`config.mk`:
```
export PLATFORM = sky130hd
export DESIGN_NAME = vga_timing_ctrl
export DESIGN_NICKNAME = d
export VERILOG_FILES = /design/src/rtl/vga_timing_ctrl.sv
export SDC_FILE = /design/constraint.sdc
export NUM_CORES = 1
export LEC_CHECK = 0
export ABC_AREA = 1
export CORE_ASPECT_RATIO = 1.4
export CORE_MARGIN = 1
export CORE_UTILIZATION = 50
export DETAILED_ROUTE_END_ITERATION = 6
export GPL_ROUTABILITY_DRIVEN = 0
export PLACE_DENSITY = 0.92
export SETUP_SLACK_MARGIN = 0.5
export SYNTH_ARGS = -nofsm -noshare
export SYNTH_HDL_FRONTEND = slang
export SYNTH_SLANG_ARGS = --single-unit
```
`constraint.sdc`:
```
create_clock -name vga_clk -period 2.2 [get_ports vga_clk]
set_input_delay 0.44 -clock vga_clk [delete_from_list [all_inputs] [get_ports vga_clk]]
set_output_delay 0.44 -clock vga_clk [all_outputs]
set_load 0.02 [all_outputs]
```
`src/rtl/vga_timing_ctrl.sv`:
```
// VGA raster timing generator and pixel sink: coordinates out, aligned sync/RGB565 to the DAC.
// Optional VGA_TEST_PATTERN_EN replaces pix_data with an internal 8-bar colour pattern.
module vga_timing_ctrl #(
    parameter int H_SYNC  = 96,
    parameter int H_BACK  = 48,
    parameter int H_VALID = 640,
    parameter int H_FRONT = 16,
    parameter int V_SYNC  = 2,
    parameter int V_BACK  = 33,
    parameter int V_VALID = 480,
    parameter int V_FRONT = 10
) (
    input  logic        vga_clk,
    input  logic        sys_rst,
    input  logic [15:0] pix_data,
    output logic [9:0]  pix_x,
    output logic [9:0]  pix_y,
    output logic        hsync,
    output logic        vsync,
    output logic        rgb_valid,
    output logic [15:0] rgb,
    output logic        frame_start
);
    localparam int H_TOTAL = H_SYNC + H_BACK + H_VALID + H_FRONT;
    localparam int V_TOTAL = V_SYNC + V_BACK + V_VALID + V_FRONT;
    localparam int H_START = H_SYNC + H_BACK;
    localparam int V_START = V_SYNC + V_BACK;

    localparam logic [9:0] H_LAST   = 10'(H_TOTAL - 1);
    localparam logic [9:0] V_LAST   = 10'(V_TOTAL - 1);
    localparam logic [9:0] H_REQ_LO = 10'(H_START - 1);
    localparam logic [9:0] H_REQ_HI = 10'(H_START + H_VALID - 1);
    localparam logic [9:0] H_ACT_LO = 10'(H_START);
    localparam logic [9:0] H_ACT_HI = 10'(H_START + H_VALID);
    localparam logic [9:0] V_ACT_LO = 10'(V_START);
    localparam logic [9:0] V_ACT_HI = 10'(V_START + V_VALID);
    localparam logic [9:0] H_SYNC_W = 10'(H_SYNC);
    localparam logic [9:0] V_SYNC_W = 10'(V_SYNC);

    logic [9:0]  cnt_h;
    logic [9:0]  cnt_v;
    logic        v_win;
    logic        pix_req;
    logic        act;
    logic [15:0] pix_src;

    // Stage p0: raster counters
    always_ff @(posedge vga_clk or posedge sys_rst) begin
        if (sys_rst) begin
            cnt_h <= '0;
            cnt_v <= '0;
        end else if (cnt_h == H_LAST) begin
            cnt_h <= '0;
            cnt_v <= (cnt_v == V_LAST) ? '0 : cnt_v + 10'd1;
        end else begin
            cnt_h <= cnt_h + 10'd1;
        end
    end

    // Request runs one pixel ahead so the generator's registered data lands on the active column
    assign v_win   = (cnt_v >= V_ACT_LO) && (cnt_v < V_ACT_HI);
    assign pix_req = (cnt_h >= H_REQ_LO) && (cnt_h < H_REQ_HI) && v_win;
    assign act     = (cnt_h >= H_ACT_LO) && (cnt_h < H_ACT_HI) && v_win;
    assign pix_x   = pix_req ? (cnt_h - H_REQ_LO) : 10'h3FF;
    assign pix_y   = pix_req ? (cnt_v - V_ACT_LO) : 10'h3FF;

`ifdef VGA_TEST_PATTERN_EN
    localparam logic [9:0] BAR_W = 10'(H_VALID / 8);

    function automatic logic [15:0] bar_color(input logic [9:0] col);
        case (col / BAR_W)
            10'd0:   bar_color = 16'hFFFF;
            10'd1:   bar_color = 16'hFFE0;
            10'd2:   bar_color = 16'h07FF;
            10'd3:   bar_color = 16'h07E0;
            10'd4:   bar_color = 16'hF81F;
            10'd5:   bar_color = 16'hF800;
            10'd6:   bar_color = 16'h001F;
            default: bar_color = 16'h0000;
        endcase
    endfunction

    logic unused_pix_data;
    assign unused_pix_data = ^pix_data;
    assign pix_src = bar_color(cnt_h - H_ACT_LO);
`else
    assign pix_src = pix_data;
`endif

    // Stage p1: output register, all DAC-side signals lag the counters by one cycle
    always_ff @(posedge vga_clk or posedge sys_rst) begin
        if (sys_rst) begin
            hsync       <= 1'b1;
            vsync       <= 1'b1;
            rgb_valid   <= 1'b0;
            rgb         <= 16'h0000;
            frame_start <= 1'b0;
        end else begin
            hsync       <= !(cnt_h < H_SYNC_W);
            vsync       <= !(cnt_v < V_SYNC_W);
            rgb_valid   <= act;
            rgb         <= act ? pix_src : 16'h0000;
            frame_start <= (cnt_h == 10'd0) && (cnt_v == 10'd0);
        end
    end

endmodule

```
==> results of run 1 <==
cells by family after synthesis:
| group | count (synthesis) |
|---|---|
| fa+ha+maj | 4 |
| buf+inv | 67 |
| flops | 40 |
| simple gates | 181 |
| compound gates | 15 |
| xor+xnor | 12 |
layout by cell type, fill, tap and decap left out, types with 3 or more instances in the layout:
cell type | Yosys | routed
dfrtp_1 | 38 | 37
inv_1 | 53 | 53
clkbuf_8 | 0 | 5
dlymetal6s2s_1 | 0 | 9
nor2_1 | 26 | 25
nand2_1 | 70 | 66
nand2_2 | 26 | 22
clkdlybuf4s50_1 | 0 | 18
dlygate4sd2_1 | 0 | 10
inv_2 | 4 | 4
nand4_1 | 5 | 5
buf_4 | 3 | 62
buf_6 | 3 | 25
nand3_2 | 3 | 3
xor2_1 | 12 | 12
nand3_4 | 1 | 3
nor2_2 | 5 | 5
nand2_4 | 3 | 11
nand3_1 | 22 | 20
buf_12 | 1 | 3
nor2_4 | 15 | 16
o21ai_0 | 8 | 8
power groups by stage:
stage	sequential (µW)	clock (µW)	combinational [µW]
after floorplan	749	0	20.9
after global placement	749	0	56.9
after detailed placement	749	0	59.6
after CTS	735	633	59.6
after global routing	735	663	68.0
final	735	641	62.6
flip-flops by register name, summed over array words and instances (netlist names):
register	count
frame_start	1
cnt_h	10
rgb_valid	1
cnt_v	10
rgb	16
hsync	1
vsync	1
metal layers:
metal | up-vias | routed length [µm] | GRT usage
met3 | 104 | 902 | 0.0645
met5 | - | 0 | 0
met4 | 0 | 1030 | 0.271
met1 | 1355 | 3050 | 0.286
li1 | 1219 | - | -
met2 | 239 | 5320 | 0.599
worst max-delay path: stages (launching register included):
cell and delay [ps]:
dfrtp_1 420, ha_4 180, nand2_4 70, nor2_4 170, nand2_4 110, nand3_4 90, nand2_4 70, nor2_4 210
buf_12 150, buf_12 120, nand2_2 60, buf_6 140
worst min path at each step:
| stage | startpoint | endpoint | slack [ps] | depth (start not counted) |
|---|---|---|---|---|
| 2_1_floorplan | cnt_h[3]$_DFF_PP0_ | frame_start$_DFF_PP0_ | 500 | 3 |
| 3_3_place_gp | cnt_h[2]$_DFF_PP0_ | cnt_h[2]$_DFF_PP0_ | 560 | 3 |
| 3_5_place_dp | cnt_h[2]$_DFF_PP0_ | cnt_h[2]$_DFF_PP0_ | 570 | 3 |
| 4_1_cts | sys_rst | rgb[8]$_DFF_PP0_ | 460 | 3 |
| 5_1_grt | sys_rst | cnt_h[1]$_DFF_PP0_ | 530 | 3 |
| 6_report | sys_rst | cnt_h[1]$_DFF_PP0_ | 490 | 3 |
final cells by class:
cell class | count | area share
Clock buffer | 5 | 0.0172
Clock inverter | 3 | 0.0116
Inverter | 58 | 0.0549
Multi-Input combinational cell | 213 | 0.342
Sequential cell | 40 | 0.251
Tap cell | 64 | 0.0200
Timing Repair Buffer | 128 | 0.303
stage by stage:
step                instances  worst slack [ps]  total power [µW]  setup TNS, ps  hold WS, ps
global route              511              -348              1470          -6500          531
CTS                       498              -109              1430          -1910          462
finish                    511              -348              1440          -6430          493
floorplan                 319               354               770              0          501
detailed placement        482              -232               809          -4290          570
global placement          482              -154               806          -2800          565
synth_stat cells:
master,n
nand4_1,5
nor2_2,5
buf_4,3
dfstp_2,2
buf_2,2
nor3_1,1
nor2_1,26
nand2_1,70
inv_2,4
nand2_4,3
buf_6,3
nand3b_4,1
nand3b_1,1
buf_12,1
a21oi_1,2
nor4_1,1
o211ai_1,1
nand3_4,1
inv_1,53
a31oi_1,1
xor2_1,12
nand3_2,3
inv_4,1
nor3_2,1
nand2_2,26
nand3_1,22
o21ai_0,8
nor2_4,15
ha_1,4
o21ai_1,3
dfrtp_1,38
timing repair:
item                       CTS  global route
gates resized for setup    145            26
setup endpoints to repair   30            63
buffers inserted             7            11
pin swaps                    6             6
gates cloned                 1             2
==> flow_summary.json, run 1 <==
{
  "status": "complete, but fails checks",
  "violations": "DRC, setup timing",
  "r2r_slack_ps": 360,
  "finalMaxSlewViolations": 0,
  "hold_buffers": 0,
  "netlist_area_um2": 2540,
  "stdcell_area_um2": 4010,
  "rsz0062_at_grt": "true",
  "p_int_uw": 1110,
  "cts.htree.levels": 2,
  "area_delta_synth_final_pct": 57.9,
  "rows": 30,
  "powerDensity_nw_per_um2": 359,
  "synth_top_family_by_area": "simple AND/OR/NAND/NOR gates",
  "finalClockSkew_ps": 9.27,
  "p_comb_frac": 0.044,
  "switching_share": 0.230,
  "net-switching-power_uw": 330,
  "placed_area_um2": 3510,
  "seqPwrFrac": 0.511,
  "synthDominantCellAreaShare": 0.375,
  "die_area_um2": 5370,
  "cts_root_buf": "clkbuf_8",
  "worstPathRequired_ps": 1760,
  "multi_input_area_um2": 1370,
  "peakVddDrop_v": 0.000396,
  "grt_overflow": 0,
  "clk_pin_slew_ps": 90,
  "boundaryPins": 58,
  "worst_slew_pin_slew_ps": 376,
  "die_x_um": 62.2,
  "cts_buffers": 5,
  "grt_max_degree": 27,
  "hpwlAfterDp_mm": 5.03,
  "crit_start": "cnt_h[1]$_DFF_PP0_",
  "totalWireLength_mm": 10.3,
  "fmax_mhz": 392,
  "drt_pass1_iterations": 7,
  "synth.yosys.seq_area_share": 0.395,
  "setup_violations": 20,
  "synth_cell_type_count": 31,
  "synth_compound_area_frac": 0.0310,
  "startpoint_type": "flip-flop",
  "grt.total_usage": 0.317,
  "synthMuxAreaShare": 0,
  "p_leak_uw": 0.00240,
  "antenna_found_initial": 0,
  "worst_ep_arrival_time_ps": 2110,
  "period_share": 1.16,
  "grt_first_pass_wirelength_mm": 12.8,
  "synth_seq_cells": 40,
  "r2r_end": "cnt_v[0]$_DFFE_PP0N_",
  "cts_buffer_depth": 2,
  "endpoint_kind": "output pin",
  "nFillCells": 249,
  "synth-xor-area-share": 0.0414,
  "final_core_util": 0.821,
  "hold_viol": 0,
  "setup_ws_ps": -348,
  "reg2reg_depth": 10,
  "synth_fa_ha_area_frac": 0.0197,
  "max_slew_margin": 0.749,
  "ys_top_cells_by_area": "dfrtp_1 37%, nand2_1 10%, inv_1 7.8%, nor2_4 6.7%, nand2_2 6.4%",
  "reg2reg_from": "cnt_h[1]$_DFF_PP0_",
  "cts_tree": "built",
  "clk-insertion-delay-late_ps": 320,
  "cp-endpoint": "pix_x[7]",
  "antenna_cells": 0,
  "p_clk_frac": 0.446,
  "synthesis.nets": 341,
  "worstSetupPathType": "reg -> out",
  "final_nets": 468,
  "core_area_um2": 4880,
  "cts.sinks": 40,
  "drc": 11,
  "yosysTopAreaCell": "dfrtp_1",
  "drive_gt1_frac": 0.389,
  "vias_per_cell": 5.71,
  "syn_inst": 319,
  "start_util": 0.520,
  "hold_class": "in -> async",
  "wire_per_inst_um": 20.2,
  "portBuffers": 57,
  "yosysWarnings": 0,
  "cap_violations": 0,
  "layout_min_cycle_time_ps": 2550,
  "yosys.area_share.simple": 0.392,
  "dieHeight_um": 86.3,
  "seqCellArea_um2": 1000,
  "vias": 2917,
  "grt_pass1_vias": 2818,
  "cp_max_fo": 7,
  "final_antenna_net_count": 0,
  "syn_avg_cell_area_um2": 7.96,
  "drtIter0Drc": 270
}
Note: power is estimated with default switching activity, not from simulation.
==> inputs of run 2 (changes only) <==
CORE_MARGIN = not set   (was 1)
CORE_UTILIZATION = 36   (was 50)
PLACE_DENSITY = 0.73   (was 0.92)
==> run 2 against run 1 <==
Compared with the run above: the run ends with setup timing left; critical path depth down 3; power up 0.47%; utilization is 24 points lower; global-route usage fell by 14 points; combinational power shrank 10%; fmax rose by 15%; via count fell by 18%; clock power up 2%; cell count up 2.5%.
==> flow_summary.json, run 2 (synthesized netlist as in run 1, its figures left out) <==
{
  "fmax_mhz": 451,
  "setup_ws_ps": -17.0,
  "startpoint_type": "flip-flop",
  "worstPathRequired_ps": 1760,
  "p_comb_frac": 0.039,
  "clk-insertion-delay-late_ps": 300,
  "drt_pass1_iterations": 4,
  "die_x_um": 73.0,
  "hold_buffers": 0,
  "grt_pass1_vias": 2279,
  "cts_buffer_depth": 2,
  "p_leak_uw": 0.00229,
  "dieHeight_um": 101,
  "portBuffers": 57,
  "drc": 0,
  "grt_first_pass_wirelength_mm": 10.2,
  "cts_buffers": 5,
  "worst_slew_pin_slew_ps": 519,
  "area_delta_synth_final_pct": 53.5,
  "max_slew_margin": 0.654,
  "vias_per_cell": 4.54,
  "post-place-ws_ps": -144,
  "largest_register_ffs": 16,
  "final_cell_mix": "68 x nand2_1, 53 x inv_1, 43 x buf_4",
  "antenna_cells": 0,
  "final_common_cell": "nand2_1",
  "cts_root_buf": "clkbuf_8",
  "endpoint_kind": "output pin",
  "rsz0062_at_grt": "true",
  "largest_registers": "rgb: 16 flops, cnt_h: 10 flops, cnt_v: 10 flops",
  "peakVddDrop_v": 0.000333,
  "drive_gt1_frac": 0.363,
  "cp_max_fo": 6,
  "drtIter0Drc": 118,
  "final_antenna_net_count": 0,
  "layout_min_cycle_time_ps": 2220,
  "hold_class": "in -> async",
  "cts_tree": "built",
  "totalWireLength_mm": 6.52,
  "core_area_um2": 6700,
  "instances_no_fill": 524,
  "boundaryPins": 58,
  "vias": 2378,
  "p_int_uw": 1140,
  "cts.htree.levels": 2,
  "power_uw": 1440,
  "antenna_found_initial": 0,
  "grt_overflow": 0,
  "cap_violations": 0,
  "status": "complete, but fails checks",
  "finalClockSkew_ps": 5.64,
  "powerDensity_nw_per_um2": 371,
  "p_clk_frac": 0.453,
  "clk_pin_slew_ps": 90,
  "die_area_um2": 7400,
  "cts.sinks": 40,
  "net-switching-power_uw": 309,
  "hpwlAfterDp_mm": 4.46,
  "start_util": 0.379,
  "grt.total_usage": 0.179,
  "seqPwrFrac": 0.508,
  "violations": "setup timing",
  "period_share": 1.01,
  "worstSetupPathType": "reg -> out",
  "hold_viol": 0,
  "largest-register": "rgb",
  "switching_share": 0.214,
  "worst_ep_arrival_time_ps": 1780,
  "grt_max_degree": 41,
  "final_nets": 453,
  "dp_cells": 504,
  "rows": 35,
  "setup_violations": 17,
  "finalMaxSlewViolations": 0,
  "wire_per_inst_um": 12.4
}
run 2: cell type report:
type	count	area [µm²]
inverters	58	220
repair buffers	113	1120
fillers	568	2800
well taps	92	115
clock inverters	2	38.8
clock buffers	6	82.6
flip-flops and latches	40	1010
multi-input cells	213	1310
run 2: metrics by stage:
step                      cell area [µm²]   util  TNS (ps)  hold slack (ps)
after detailed placement             3480  0.519     -2600              569
final                                3900  0.582      -162              562
after global placement               3480  0.519     -1750              563
after floorplan                      2540      -         0              501
after CTS                            3730  0.557     -63.9              583
after global routing                 3900  0.582     -2700              618
run 2: power groups by stage:
stage | Combinational (µW) | Clock [µW] | Sequential, µW
final | 56.2 | 654 | 735
after global routing | 63.2 | 694 | 735
after CTS | 57.6 | 676 | 735
after detailed placement | 57.4 | 0 | 749
after global placement | 56.2 | 0 | 749
after floorplan | 20.9 | 0 | 749
run 2: per-layer routing:
metal	track usage	routed length, µm	share of wire
met1	0.200	2470	0.38
met2	0.332	3580	0.55
met3	0.0308	204	0.031
met4	0.0739	264	0.040
met5	0	0	0
run 2: repair_timing:
action	4_1_cts	5_1_grt
gates resized for setup	134	29
gates cloned	0	3
endpoints found under the hold margin	0	0
pin swaps	9	4
buffers inserted	7	2
setup endpoints to repair	29	52
run 2: worst max-delay path: stages (launching register included):
cell and delay [ps]:
dfrtp_1 410, nor2_4 180, nand2_4 70, o21ai_1 170, nand3_2 100, nor2_4 190
buf_6 160, nand2_2 50, buf_6 130
run 2: final timing paths:
path                            cells past startpoint                 start  slack, ps               endpoint
max in group asynchronous                           3               sys_rst       1230   cnt_v[7]$_DFFE_PP0N_
worst min register to register                      3    cnt_h[3]$_DFF_PP0_        580  frame_start$_DFF_PP0_
worst min-delay path                                3               sys_rst        560       rgb[5]$_DFF_PP0_
min in group vga_clk                                3    cnt_h[3]$_DFF_PP0_        580  frame_start$_DFF_PP0_
worst max-delay path                                8  cnt_v[3]$_DFFE_PP0N_        -20               pix_x[7]
worst max register to register                      8  cnt_v[0]$_DFFE_PP0N_        490   cnt_v[0]$_DFFE_PP0N_
==> inputs of run 3 (changes only) <==
==> constraint.sdc (replaced) <==
create_clock -name vga_clk -period 2.2 [get_ports vga_clk]
set_input_delay 0.33 -clock vga_clk [delete_from_list [all_inputs] [get_ports vga_clk]]
set_output_delay 0.33 -clock vga_clk [all_outputs]
set_load 0.02 [all_outputs]
==> run 3 against run 2 <==
Compared with the run above: the flow now finishes without violations; cell count down 2.1%; utilization down 2.3 points; clock power down 3.4%; combinational power down 1%; clock skew down 1.8 ps; global-route usage down 0.26 points; die area unchanged; highest routed layer unchanged.
==> flow_summary.json, run 3 (synthesized netlist as in run 1, its figures left out) <==
{
  "status": "completed",
  "p_comb_frac": 0.039,
  "placed_area_um2": 3380,
  "core_area_um2": 6700,
  "peakVddDrop_v": 0.000289,
  "cts_buffers": 5,
  "largest_registers": "rgb: 16 flops, cnt_h: 10 flops, cnt_v: 10 flops",
  "wire_per_inst_um": 12.2,
  "rsz0062_at_grt": "true",
  "clk_pin_slew_ps": 90,
  "powerDensity_nw_per_um2": 380,
  "hold_class": "in -> async",
  "cts.sinks": 40,
  "die_x_um": 73.0,
  "grt_first_pass_wirelength_mm": 10.1,
  "fmax_mhz": 470,
  "multi_input_area_um2": 1320,
  "setup_violations": 0,
  "endpoint_kind": "output pin",
  "drive_gt1_frac": 0.354,
  "final_cell_mix": "68 x nand2_1, 51 x inv_1, 39 x buf_4",
  "grt_pass1_vias": 2298,
  "grt_max_degree": 41,
  "p_leak_uw": 0.00198,
  "worst_slew_pin_slew_ps": 516,
  "totalWireLength_mm": 6.24,
  "period_share": 0.967,
  "hold_buffers": 0,
  "final_nets": 442,
  "drtIter0Drc": 136,
  "grt.total_usage": 0.177,
  "p_int_uw": 1110,
  "final_common_cell": "nand2_1",
  "start_util": 0.379,
  "max_slew_margin": 0.656,
  "worstPathRequired_ps": 1870,
  "rows": 35,
  "startpoint_type": "flip-flop",
  "worstSetupPathType": "reg -> out",
  "nFillCells": 585,
  "p_clk_frac": 0.444,
  "portBuffers": 57,
  "switching_share": 0.222,
  "die_area_um2": 7400,
  "boundaryPins": 58,
  "cp_max_fo": 6,
  "cap_violations": 0,
  "finalClockSkew_ps": 3.80,
  "setup_ws_ps": 71.8,
  "area_delta_synth_final_pct": 47.5,
  "layout_min_cycle_time_ps": 2130,
  "antenna_cells": 0,
  "drt_pass1_iterations": 4,
  "vias": 2336,
  "cts_root_buf": "clkbuf_8",
  "dieHeight_um": 101,
  "final_antenna_net_count": 0,
  "largest-register": "rgb",
  "clk-insertion-delay-late_ps": 300,
  "seqCellArea_um2": 1010,
  "grt_overflow": 0,
  "largest_register_ffs": 16,
  "vias_per_cell": 4.55,
  "post-place-ws_ps": -41.5,
  "hpwlAfterDp_mm": 4.39,
  "seqPwrFrac": 0.517,
  "cts_tree": "built",
  "hold_viol": 0,
  "cts_buffer_depth": 2,
  "finalMaxSlewViolations": 0,
  "drc": 0,
  "stdcell_area_um2": 3740,
  "worst_ep_arrival_time_ps": 1800,
  "cts.htree.levels": 2,
  "net-switching-power_uw": 316,
  "antenna_found_initial": 0,
  "tns_ps": 0
}
-- run 3: through the flow --
stage / cells / power, µW / hold slack, ps / utilization
floorplan: 319 / 770 / 436 / -
global placement: 491 / 805 / 567 / 0.505
detailed placement: 491 / 807 / 586 / 0.505
CTS: 503 / 1440 / 478 / 0.537
global route: 513 / 1480 / 510 / 0.559
finish: 513 / 1420 / 447 / 0.559
-- run 3: repair_timing --
item / CTS / global route
gates resized for setup: 135 / 12
buffers inserted: 4 / 9
cloned: 0 / 1
endpoints found under the hold margin: 0 / 0
endpoints found under the setup margin: 22 / 50
pin swaps: 9 / 9
-- run 3: worst paths after layout --
path | from | to | slack (ps) | cells after the start
max in group asynchronous | sys_rst | vsync$_DFF_PP1_ | 1360 | 3
min reg2reg | cnt_h[3]$_DFF_PP0_ | frame_start$_DFF_PP0_ | 610 | 3
max reg2reg | cnt_v[0]$_DFFE_PP0N_ | cnt_v[0]$_DFFE_PP0N_ | 620 | 8
min in group vga_clk | pix_data[0] | rgb[0]$_DFF_PP0_ | 540 | 3
min | sys_rst | rgb[5]$_DFF_PP0_ | 450 | 3
max | cnt_h[1]$_DFF_PP0_ | pix_y[6] | 70 | 10
-- run 3: layout make-up --
class                           count  area share
Inverter                           58      0.0588
Clock inverter                      3      0.0127
Sequential cell                    40       0.269
Tap cell                           92      0.0307
Multi-Input combinational cell    213       0.353
Timing Repair Buffer              102       0.257
Clock buffer                        5      0.0184
-- run 3: critical path, stage by stage, from the launching register on --
cell	delay [ps]
dfrtp_1	370
ha_2	190
nand2_2	80
nor2_4	130
nand2_2	80
nand3_2	70
nand2_2	60
nor2_4	170
buf_6	170
nand2_2	50
buf_6	120
-- run 3: layer usage --
layer	routed length (µm)	part of all wire	global-route usage
met5	0	0	0
met2	3450	0.55	0.324
met4	199	0.032	0.0890
met1	2360	0.38	0.196
met3	235	0.038	0.0259
-- run 3: power by group through the flow --
stage / combinational [µW] / sequential, µW / clock (µW)
final: 55.6 / 735 / 632
after global placement: 56.1 / 749 / 0
after detailed placement: 57.6 / 749 / 0
after global routing: 62.5 / 735 / 682
after floorplan: 20.9 / 749 / 0
after CTS: 57.8 / 735 / 652
